[config.mk]
export PLATFORM = sky130hd
export DESIGN_NAME = ddr_wr_burst_seq_flat
export DESIGN_NICKNAME = d
export VERILOG_FILES = /design/src/rtl/ddr_wr_burst_seq_if.sv /design/src/rtl/ddr_wr_burst_seq.sv /design/src/flat_wrapper.sv
export SDC_FILE = /design/constraint.sdc
export NUM_CORES = 1
export LEC_CHECK = 0
export CAP_MARGIN = 20
export CORE_MARGIN = 5
export CORE_UTILIZATION = 45
export DETAILED_ROUTE_END_ITERATION = 12
export PLACE_DENSITY = 0.73
export SYNTH_ARGS = -nofsm -noshare
export SYNTH_HDL_FRONTEND = slang
export SYNTH_SLANG_ARGS = --single-unit
export TNS_END_PERCENT = 20
[constraint.sdc]
create_clock -name clk -period 5.6 [get_ports clk]
set_input_delay 1.12 -clock clk [delete_from_list [all_inputs] [get_ports clk]]
set_output_delay 1.12 -clock clk [all_outputs]
set_load 0.02 [all_outputs]
[src/rtl/ddr_wr_burst_seq_if.sv]
// Bundle for the DDR write sequencer: command, stream and AXI AW/W/B.
// master = sequencer side, slave = command source, stream and AXI slave.
interface ddr_wr_burst_seq_if;
    logic        cmd_start;
    logic [31:0] cmd_addr;
    logic [15:0] cmd_len;
    logic        busy;
    logic        done;
    logic        err;

    logic [31:0] s_data;
    logic        s_valid;
    logic        s_ready;

    logic [3:0]  aw_id;
    logic [31:0] aw_addr;
    logic [7:0]  aw_len;
    logic [1:0]  aw_burst;
    logic        aw_valid;
    logic        aw_ready;

    logic [31:0] w_data;
    logic [3:0]  w_strb;
    logic        w_last;
    logic        w_valid;
    logic        w_ready;

    logic [3:0]  b_id;
    logic [1:0]  b_resp;
    logic        b_valid;
    logic        b_ready;

    modport master (
        input  cmd_start, cmd_addr, cmd_len,
        output busy, done, err,
        input  s_data, s_valid,
        output s_ready,
        output aw_id, aw_addr, aw_len, aw_burst, aw_valid,
        input  aw_ready,
        output w_data, w_strb, w_last, w_valid,
        input  w_ready,
        input  b_id, b_resp, b_valid,
        output b_ready
    );

    modport slave (
        output cmd_start, cmd_addr, cmd_len,
        input  busy, done, err,
        output s_data, s_valid,
        input  s_ready,
        input  aw_id, aw_addr, aw_len, aw_burst, aw_valid,
        output aw_ready,
        input  w_data, w_strb, w_last, w_valid,
        output w_ready,
        output b_id, b_resp, b_valid,
        input  b_ready
    );
endinterface

[src/rtl/ddr_wr_burst_seq.sv]
// DDR write sequencer: splits a (word addr, word count) command into AXI
// INCR bursts of at most MAX_BURST beats, one burst outstanding at a time.
// Ports: clk, rst (sync, active high), bus (ddr_wr_burst_seq_if.master):
//   cmd_* start/addr/len in, busy/done/err out; s_* word stream in;
//   aw_*/w_*/b_* AXI write channels.
// Optional: define DDR_WR_SEQ_TIMEOUT_EN to abort WAIT_B after TIMEOUT cycles.
module ddr_wr_burst_seq #(
    parameter int unsigned MAX_BURST = 16,
    parameter logic [3:0]  AXI_ID    = 4'h1,
    parameter int unsigned TIMEOUT   = 1024
) (
    input  logic               clk,
    input  logic               rst,
    ddr_wr_burst_seq_if.master bus
);

    typedef enum logic [2:0] {
        IDLE,
        SEND_AW,
        SEND_W,
        WAIT_B,
        FINISH
    } state_t;

    localparam logic [16:0] MAX_B = 17'(MAX_BURST);

    state_t      state_q;
    logic [31:0] addr_q;
    logic [15:0] rem_q;
    logic [8:0]  beats_q;
    logic [8:0]  beat_cnt_q;
    logic [31:0] aw_addr_q;
    logic [7:0]  aw_len_q;
    logic        aw_valid_q;
    logic        b_ready_q;
    logic        busy_q;
    logic        done_q;
    logic        err_q;

`ifdef DDR_WR_SEQ_TIMEOUT_EN
    logic [31:0] tmo_q;
`else
    logic        unused_timeout;
    assign unused_timeout = |TIMEOUT;
`endif

    logic [8:0]  first_beats_d;
    logic [7:0]  first_len_d;
    logic [31:0] nxt_addr_d;
    logic [15:0] nxt_rem_d;
    logic [8:0]  next_beats_d;
    logic [7:0]  next_len_d;
    logic        in_w;
    logic        w_last;

    // Beats of the next burst: capped by MAX_BURST, by the words left and
    // by the distance to the top of the address space, so no burst wraps.
    function automatic logic [8:0] calc_beats(
        input logic [31:0] addr,
        input logic [15:0] rem
    );
        logic [16:0] b;
        logic [32:0] room;
        b    = ({1'b0, rem} < MAX_B) ? {1'b0, rem} : MAX_B;
        room = 33'h1_0000_0000 - {1'b0, addr};
        if ({16'b0, b} > room) begin
            b = room[16:0];
        end
        return b[8:0];
    endfunction

    always_comb begin
        first_beats_d = calc_beats(bus.cmd_addr, bus.cmd_len);
        first_len_d   = 8'(first_beats_d - 9'd1);
        nxt_addr_d    = addr_q + {23'b0, beats_q};
        nxt_rem_d     = rem_q - {7'b0, beats_q};
        next_beats_d  = calc_beats(nxt_addr_d, nxt_rem_d);
        next_len_d    = 8'(next_beats_d - 9'd1);
    end

    assign in_w   = (state_q == SEND_W);
    assign w_last = in_w && (beat_cnt_q == beats_q - 9'd1);

    assign bus.busy     = busy_q;
    assign bus.done     = done_q;
    assign bus.err      = err_q;
    assign bus.s_ready  = in_w & bus.w_ready;
    assign bus.aw_id    = AXI_ID;
    assign bus.aw_addr  = aw_addr_q;
    assign bus.aw_len   = aw_len_q;
    assign bus.aw_burst = 2'b01;
    assign bus.aw_valid = aw_valid_q;
    assign bus.w_data   = bus.s_data;
    assign bus.w_strb   = 4'hF;
    assign bus.w_last   = w_last;
    assign bus.w_valid  = in_w & bus.s_valid;
    assign bus.b_ready  = b_ready_q;

    always_ff @(posedge clk) begin
        if (rst) begin
            state_q    <= IDLE;
            addr_q     <= '0;
            rem_q      <= '0;
            beats_q    <= '0;
            beat_cnt_q <= '0;
            aw_addr_q  <= '0;
            aw_len_q   <= '0;
            aw_valid_q <= 1'b0;
            b_ready_q  <= 1'b0;
            busy_q     <= 1'b0;
            done_q     <= 1'b0;
            err_q      <= 1'b0;
`ifdef DDR_WR_SEQ_TIMEOUT_EN
            tmo_q      <= '0;
`endif
        end else begin
            done_q <= 1'b0;
            unique case (state_q)
                IDLE: begin
                    if (bus.cmd_start) begin
                        busy_q <= 1'b1;
                        err_q  <= 1'b0;
                        if (bus.cmd_len == 16'd0) begin
                            state_q <= FINISH;
                        end else begin
                            addr_q     <= bus.cmd_addr;
                            rem_q      <= bus.cmd_len;
                            beats_q    <= first_beats_d;
                            aw_addr_q  <= bus.cmd_addr;
                            aw_len_q   <= first_len_d;
                            aw_valid_q <= 1'b1;
                            state_q    <= SEND_AW;
                        end
                    end
                end
                SEND_AW: begin
                    if (bus.aw_ready) begin
                        aw_valid_q <= 1'b0;
                        beat_cnt_q <= '0;
                        state_q    <= SEND_W;
                    end
                end
                SEND_W: begin
                    if (bus.s_valid && bus.w_ready) begin
                        beat_cnt_q <= beat_cnt_q + 9'd1;
                        if (w_last) begin
                            b_ready_q <= 1'b1;
                            state_q   <= WAIT_B;
`ifdef DDR_WR_SEQ_TIMEOUT_EN
                            tmo_q     <= '0;
`endif
                        end
                    end
                end
                WAIT_B: begin
                    if (bus.b_valid) begin
                        b_ready_q <= 1'b0;
                        err_q     <= err_q | (bus.b_resp != 2'b00)
                                           | (bus.b_id != AXI_ID);
                        addr_q    <= nxt_addr_d;
                        rem_q     <= nxt_rem_d;
                        if (nxt_rem_d == 16'd0) begin
                            state_q <= FINISH;
                        end else begin
                            beats_q    <= next_beats_d;
                            aw_addr_q  <= nxt_addr_d;
                            aw_len_q   <= next_len_d;
                            aw_valid_q <= 1'b1;
                            state_q    <= SEND_AW;
                        end
                    end
`ifdef DDR_WR_SEQ_TIMEOUT_EN
                    else if (tmo_q == TIMEOUT - 1) begin
                        b_ready_q <= 1'b0;
                        err_q     <= 1'b1;
                        state_q   <= FINISH;
                    end else begin
                        tmo_q <= tmo_q + 32'd1;
                    end
`endif
                end
                FINISH: begin
                    done_q  <= 1'b1;
                    busy_q  <= 1'b0;
                    state_q <= IDLE;
                end
                default: state_q <= IDLE;
            endcase
        end
    end

endmodule
[src/flat_wrapper.sv]
// flat-port wrapper written by rule: the top's interface ports become plain ports
module ddr_wr_burst_seq_flat 
#(
    parameter int unsigned MAX_BURST = 16,
    parameter logic [3:0]  AXI_ID    = 4'h1,
    parameter int unsigned TIMEOUT   = 1024
)
  (clk, rst, bus_cmd_start, bus_cmd_addr, bus_cmd_len, bus_busy, bus_done, bus_err, bus_s_data, bus_s_valid, bus_s_ready, bus_aw_id, bus_aw_addr, bus_aw_len, bus_aw_burst, bus_aw_valid, bus_aw_ready, bus_w_data, bus_w_strb, bus_w_last, bus_w_valid, bus_w_ready, bus_b_id, bus_b_resp, bus_b_valid, bus_b_ready);
  ddr_wr_burst_seq_if bus_i ();
  input  logic clk;
  input  logic rst;
  input wire logic [$bits(bus_i.cmd_start)-1:0] bus_cmd_start;
  input wire logic [$bits(bus_i.cmd_addr)-1:0] bus_cmd_addr;
  input wire logic [$bits(bus_i.cmd_len)-1:0] bus_cmd_len;
  output wire logic [$bits(bus_i.busy)-1:0] bus_busy;
  output wire logic [$bits(bus_i.done)-1:0] bus_done;
  output wire logic [$bits(bus_i.err)-1:0] bus_err;
  input wire logic [$bits(bus_i.s_data)-1:0] bus_s_data;
  input wire logic [$bits(bus_i.s_valid)-1:0] bus_s_valid;
  output wire logic [$bits(bus_i.s_ready)-1:0] bus_s_ready;
  output wire logic [$bits(bus_i.aw_id)-1:0] bus_aw_id;
  output wire logic [$bits(bus_i.aw_addr)-1:0] bus_aw_addr;
  output wire logic [$bits(bus_i.aw_len)-1:0] bus_aw_len;
  output wire logic [$bits(bus_i.aw_burst)-1:0] bus_aw_burst;
  output wire logic [$bits(bus_i.aw_valid)-1:0] bus_aw_valid;
  input wire logic [$bits(bus_i.aw_ready)-1:0] bus_aw_ready;
  output wire logic [$bits(bus_i.w_data)-1:0] bus_w_data;
  output wire logic [$bits(bus_i.w_strb)-1:0] bus_w_strb;
  output wire logic [$bits(bus_i.w_last)-1:0] bus_w_last;
  output wire logic [$bits(bus_i.w_valid)-1:0] bus_w_valid;
  input wire logic [$bits(bus_i.w_ready)-1:0] bus_w_ready;
  input wire logic [$bits(bus_i.b_id)-1:0] bus_b_id;
  input wire logic [$bits(bus_i.b_resp)-1:0] bus_b_resp;
  input wire logic [$bits(bus_i.b_valid)-1:0] bus_b_valid;
  output wire logic [$bits(bus_i.b_ready)-1:0] bus_b_ready;
  assign bus_i.cmd_start = bus_cmd_start;
  assign bus_i.cmd_addr = bus_cmd_addr;
  assign bus_i.cmd_len = bus_cmd_len;
  assign bus_busy = bus_i.busy;
  assign bus_done = bus_i.done;
  assign bus_err = bus_i.err;
  assign bus_i.s_data = bus_s_data;
  assign bus_i.s_valid = bus_s_valid;
  assign bus_s_ready = bus_i.s_ready;
  assign bus_aw_id = bus_i.aw_id;
  assign bus_aw_addr = bus_i.aw_addr;
  assign bus_aw_len = bus_i.aw_len;
  assign bus_aw_burst = bus_i.aw_burst;
  assign bus_aw_valid = bus_i.aw_valid;
  assign bus_i.aw_ready = bus_aw_ready;
  assign bus_w_data = bus_i.w_data;
  assign bus_w_strb = bus_i.w_strb;
  assign bus_w_last = bus_i.w_last;
  assign bus_w_valid = bus_i.w_valid;
  assign bus_i.w_ready = bus_w_ready;
  assign bus_i.b_id = bus_b_id;
  assign bus_i.b_resp = bus_b_resp;
  assign bus_i.b_valid = bus_b_valid;
  assign bus_b_ready = bus_i.b_ready;
  ddr_wr_burst_seq #(.MAX_BURST(MAX_BURST), .AXI_ID(AXI_ID), .TIMEOUT(TIMEOUT)) u_core (.clk(clk), .rst(rst), .bus(bus_i));
endmodule
Yosys cells after proc, flatten, opt, wreduce, memory -nomap -nowiden

Cells that the tools add are included.

Reduce and logical (&&, ||, !) cells: 19
Bitwise gates (word level): 4
Magnitude comparators: 4
Mux-type cells: 52
Equality and inequality tests: 13
Add/subtract/negate cells: 8

Operator list:

| operator                                             | count |
|---|---|
| 2-to-1 mux 32 bit                                    | 5 |
| one-hot mux 32 bit (2 select lines)                  | 2 |
| 2-to-1 mux 16 bit                                    | 5 |
| 2-to-1 mux 9 bit                                     | 8 |
| greater-than comparator 16 x 33 -> 1 bit             | 2 |
| subtractor 33 x 32 -> 33 bit (first input constant)  | 2 |
| one-hot mux 9 bit (2 select lines)                   | 2 |
| adder 32 x 9 -> 32 bit                               | 1 |
| zero test 16 bit                                     | 2 |
| < comparator 16 x 5 -> 1 bit (second input constant) | 2 |
| 2-to-1 mux 8 bit                                     | 4 |
| one-hot mux 16 bit (2 select lines)                  | 1 |
| 2-to-1 mux 3 bit                                     | 7 |
| one-hot mux 8 bit (2 select lines)                   | 1 |
| subtractor 16 x 9 -> 16 bit                          | 1 |
| subtractor 8 x 1 -> 8 bit (second input constant)    | 2 |
| != test 2 bit (second input constant)                | 7 |
| 2-to-1 mux 1 bit                                     | 12 |
| one-hot mux 3 bit (4 select lines)                   | 1 |
| AND reduction 5 bit                                  | 2 |
| nonzero test 2 bit                                   | 5 |
| adder 9 x 1 -> 9 bit (second input constant)         | 1 |
| equality test 9 bit                                  | 1 |
| subtractor 9 x 1 -> 9 bit (second input constant)    | 1 |
| 15 further kinds                                     | 23 |

Word-level logic and storage cells: 112
Bits of input ports: 93
Register bits: 114

Depth between registers and ports, before layout

Depth in word-level cells: 9
Gate-level depth with buffers: 34
Mapped depth without buffers: 34

Worst setup path before layout

No wires, ideal clock.

Kind: register -> register
Start point: register u_core.beats_q[0]
End point: register u_core.aw_len_q[6], in the netlist u_core.bus.aw_len[6]
Setup slack: 149 ps
Cell stages (with the launch flop): 33
Required time: 5484 ps
Setup time: 116 ps
Arrival time: 5336 ps
Cells stage by stage: dfxtp_1 > ha_1 > inv_1 > fa_1 > a21o_1 > a21oi_1 > o21bai_1 > a21oi_1 > o21bai_1 > a21oi_1 > nor2_1 > a22o_1 > nand4_1 > nor2_1 > ha_1 > nor2b_1 > o21a_1 > o21ai_0 > nand2b_1 > a21oi_1 > o211ai_1 > a221o_1 > o2111ai_1 > nor4_4 > nand3_2 > o21ai_4 > o221ai_2 > ha_1 > inv_1 > nor2_1 > nand4_1 > mux2i_1 > a31o_1

Word-level cells in the longest chain between the ends: 9

Ends and longest elaborated chain:

| element                                                                              | line                    | source |
|---|---|---|
| start: declaration                                                                   | ddr_wr_burst_seq.sv:30  | `logic [8:0] beats_q;` |
| start signal: assignment                                                             | ddr_wr_burst_seq.sv:128 | `beats_q <= first_beats_d;` |
| start signal: assignment                                                             | ddr_wr_burst_seq.sv:165 | `beats_q <= next_beats_d;` |
| parallel branches: the longest is 9 deep, another holds subtractor 33 x 32 -> 33 bit | n/a                     |  |
| end signal: assignment                                                               | ddr_wr_burst_seq.sv:130 | `aw_len_q <= first_len_d;` |
| end signal: assignment                                                               | ddr_wr_burst_seq.sv:167 | `aw_len_q <= next_len_d;` |
| end: declaration                                                                     | ddr_wr_burst_seq.sv:33  | `logic [7:0] aw_len_q;` |

Parallel ways; which one is timed is not known. The select of a mux whose other input is x is not followed.
A chain may end at the register's enable or synchronous reset.

Worst setup path in the final report

Start point: register u_core.rem_q[0]
End point: register u_core.aw_len_q[6], in the netlist u_core.bus.aw_len[6]

Word-level cells in the longest chain between the ends: 9

Ends and longest elaborated chain:

| element                                  | line                    | source |
|---|---|---|
| start: declaration                       | ddr_wr_burst_seq.sv:29  | `logic [15:0] rem_q;` |
| start signal: assignment                 | ddr_wr_burst_seq.sv:127 | `rem_q <= bus.cmd_len;` |
| start signal: assignment                 | ddr_wr_burst_seq.sv:161 | `rem_q <= nxt_rem_d;` |
| subtractor 16 x 9 -> 16 bit *            | ddr_wr_burst_seq.sv:76  | `nxt_rem_d = rem_q - {7'b0, beats_q};` |
| < comparator 16 x 5 -> 1 bit             | ddr_wr_burst_seq.sv:64  | `b = ({1'b0, rem} < MAX_B) ? {1'b0, rem} : MAX_B;` |
| 2-to-1 mux 16 bit                        | ddr_wr_burst_seq.sv:64  |  |
| greater-than comparator 16 x 33 -> 1 bit | ddr_wr_burst_seq.sv:66  | `if ({16'b0, b} > room) begin` |
| 2-to-1 mux 9 bit                         | ddr_wr_burst_seq.sv:66  |  |
| subtractor 8 x 1 -> 8 bit                | ddr_wr_burst_seq.sv:78  | `next_len_d = 8'(next_beats_d - 9'd1);` |
| 2-to-1 mux 8 bit                         | ddr_wr_burst_seq.sv:162 | `if (nxt_rem_d == 16'd0) begin` |
| 2-to-1 mux 8 bit                         | ddr_wr_burst_seq.sv:156 | `if (bus.b_valid) begin` |
| one-hot mux 8 bit (2 select lines)       | ddr_wr_burst_seq.sv:118 | `unique case (state_q)` |

Every way passes the cells marked *; elsewhere a longest branch is shown, timed or not. The select of a mux whose other input is x is not followed.

==> summary.md <==
| Metric | Value |
|---|---|
| CP Class | flip-flop to flip-flop |
| Routed length per instance | 17.4 um |
| Largest delay share family, worst path | compound AO/OA/AOI/OAI gates |
| Cts bufs inserted | 17 |
| Max Fclk | 186 MHz |
| CTS tree | yes |
| Commonest non-fill, non-tap cell in the layout | nand2_1 |
| Status | complete, no violations |
| Final #Nets | 1,611 |
| Worst skew pair latency | 0.43 ns |
| Psw | 0.00113 W |
| Fin util | 0.572 |
| Slew Viols, Final | 0 |
| Clock Skew | 0.0152 ns |
| Drt drc | 0 |
| HP Class | flip-flop to flip-flop |
| Synth Instances | 1,312 |
| Global-route wire length before repair | 48,100 um |
| Relative slew margins | 0.401 |
| Share of layout cells above drive strength 1 | 0.128 |
| Clock sinks | 114 |
| GRT Overall Usage | 0.244 |
| Number of max-cap violations | 0 |
| Largest net degree at the start of global routing | 76 |
| Power Dens Cells | 264 nW/um^2 |
| Hold_ws | 0.455 ns |
| Vias per cell | 5.78 |
| Yosys synthesis warning count | 0 |
| Initial core utilization | 0.457 |
| Diodes inserted | 0 |
| Comb pwr share | 0.343 |
| Final Hold Vio Count | 0 |
| Synth cell types | 92 |
| Pleak | 4.80 nW |
| Critical Path RT | 5.92 ns |
| Clk root buf | clkbuf_16 |
| P_int | 0.00205 W |
| Pre-CTS setup slack | -0.257 ns |
| Via count | 10,100 |
| Clock-pin transition on the worst setup and hold timing paths | 0.06 ns |
| Final period utilization | 0.961 |
| Startpoint types | flip-flop |
| Placed cell areas | 11,300 um^2 |
| CP endpoint kind | flip-flop |
| Final WS setup | 0.219 ns |
| Die area | 24,400 um^2 |
| Mapped Area | 9600 um^2 |
| CORE AREA | 21,000 um^2 |
| Synth async-reset ratio | 0 |
| Register area share after synthesis | 0.238 |
| Synthesized area per cell | 7.32 um^2 |
| H-tree depth | 4 |
| Clk pwr share | 0.356 |
| I/O Buffers | 108 |
| Endpoints failing setup | 0 |
| CP Buf/Inv Count | 5 |
| Yosys reg bits | 114 |
| Synth-to-Final Area Change | 25.3% |
| # rows | 53 |
| Post-Route WL | 30,500 um |
| Largest stage delay, worst path | 0.35 ns |
| Bufs on Longest Clock Path | 2 |
| Hold Buf Count CTS | 0 |
| Number of fill cells | 1,987 |
| DP HPWL | 23,300 um |
| DIE HEIGHT | 156 um |
| 1st-pass router iterations | 6 |
| Commonest non-fill, non-tap cells in the layout | 191 x nand2_1, 136 x nor2_1, 114 x dfxtp_1, 107 x clkdlybuf4s50_1, 105 x a21oi_1 |
| Crit Path Max Fanout | 4 |
| Unrepaired setup endpoints after global routing | yes |
| Worst IR drop on VDD | 0.227 mV |
| Register share of total power | 0.301 |
| GPL Wtd Cong | 0.973 |
| Die Wd | 156 um |
| Worst-margin pin slew | 0.895 ns |
| Ports | 183 |
| Initial DRC Count | 936 |
| Ys flop type | dfxtp_1 |
| Number of enable flip-flop cells after synthesis | 0 |
| Crit path DAT | 5.70 ns |
| Vias in the first global route | 9,193 |
| Min Tclk post-route | 5.38 ns |
| Critical-path top delay cell | a221o_1 |
| Net Sw Frac | 0.354 |
| GR Overflow Total | 0 |
| Routed Antenna Nets | 0 |
| Initial antenna violation count | 0 |
| Finished Cell Area | 12,000 um^2 |
-- metal layers --
metal / up-vias / part of all wire / track usage
met4: 0 / 0.022 / 0.0779
li1: 4943 / - / -
met3: 41 / 0.083 / 0.0458
met5: - / 0 / 0
met1: 4721 / 0.45 / 0.348
met2: 411 / 0.44 / 0.370
-- area by class of cell --
cell class	instances	area [um^2]	share of cell area
timing repair buffer	205	1810	0.151
multi-input combinational	1084	6830	0.568
sequential	114	2280	0.190
clock buffer	17	425	0.0354
tap	275	344	0.0286
inverter	39	146	0.0122
clock inverter	15	184	0.0153
-- Yosys cell counts (6+ instances only) --
master / instances / area [um^2]
nand2_1: 192 / 721
nor2_1: 140 / 526
dfxtp_1: 114 / 2280
a21oi_1: 111 / 556
o21ai_0: 59 / 295
ha_1: 55 / 688
clkbuf_1: 48 / 180
xor2_1: 45 / 394
buf_4: 44 / 330
a211oi_1: 43 / 323
nand3_1: 41 / 205
nor3_1: 40 / 200
xnor2_1: 40 / 350
inv_1: 39 / 146
nand4_1: 26 / 163
or3_1: 18 / 113
and3_1: 15 / 93.8
nor2b_1: 15 / 93.8
nor4_1: 13 / 81.3
a21o_1: 12 / 90.1
o21a_1: 10 / 75.1
a31oi_1: 9 / 56.3
and2_1: 9 / 56.3
mux2i_1: 9 / 90.1
nand2b_1: 8 / 50.1
o211ai_1: 8 / 60.1
a2111oi_0: 7 / 61.3
buf_1: 7 / 26.3
o22ai_1: 6 / 37.5
o31ai_1: 6 / 45.0
or4_1: 6 / 45.0
-- what timing repair did --
action / 4_1_cts / 5_1_grt
endpoints found under the hold margin: 0 / 0
endpoints found under the setup margin: 4 / 15
gates resized for setup: 1 / 27
pin swaps: 1 / 18
buffers inserted: 1 / 2
-- kinds of logic (layout without fill, tap and decap cells) --
family	count (synthesis)	after routing	synth area share
buffers and inverters	144	276	0.0750
flip-flops	114	114	0.238
adder cells (fa/ha/maj)	57	57	0.0759
XOR/XNOR	85	85	0.0776
AO/OA/AOI/OAI	338	338	0.236
other	2	32	0.000782
multiplexers	10	10	0.0106
AND/OR/NAND/NOR	562	562	0.287
-- metrics by stage --
step	setup TNS [ns]	total power [W]	cells
CTS	0	0.00314	1747
floorplan	0	0.00167	1342
detailed placement	-0.786	0.00201	1714
finish	0	0.00318	1749
global route	-0.327	0.00335	1749
global placement	-0.154	0.00199	1714
-- power groups by stage --
stage	combinational, W	clock (W)	sequential (W)
final	0.00109	0.00113	0.000957
after global routing	0.00119	0.00118	0.000968
after CTS	0.00104	0.00115	0.000956
after detailed placement	0.00104	0	0.000972
after global placement	0.00102	0	0.000970
after floorplan	0.000689	0	0.000983
-- registers in the layout, summed over array words and instances (netlist names) --
register	count
u_core.bus.err	1
u_core.bus.aw_len	8
u_core.bus.aw_valid	1
u_core.bus.aw_addr	32
u_core.bus.b_ready	1
u_core.state_q	3
u_core.beats_q	9
u_core.bus.busy	1
u_core.addr_q	32
u_core.beat_cnt_q	9
u_core.bus.done	1
u_core.rem_q	16
-- final timing paths --
| kind | start | end | slack [ns] | depth (start not counted) |
|---|---|---|---|---|
| max reg2reg | u_core.rem_q[0] | u_core.bus.aw_len[6] | 0.22 | 34 |
| min | u_core.addr_q[8] | u_core.addr_q[8] | 0.46 | 2 |
| min reg2reg | u_core.addr_q[8] | u_core.addr_q[8] | 0.46 | 2 |
| max | u_core.rem_q[0] | u_core.bus.aw_len[6] | 0.22 | 34 |
-- worst reg2reg max path: cells and delay by family (launching register included) --
| kind | cells | cell delay, ns |
|---|---|---|
| adders and majority gates | 4 | 1.02 |
| AOI/OAI and AO/OA | 14 | 2.22 |
| DFF | 1 | 0.30 |
| xor gates and xnor gates | 1 | 0.11 |
| buffers and inverters | 5 | 0.50 |
| and+or+nand+nor | 9 | 0.99 |
| muxes | 1 | 0.15 |
(Power assumes the default switching activity.)
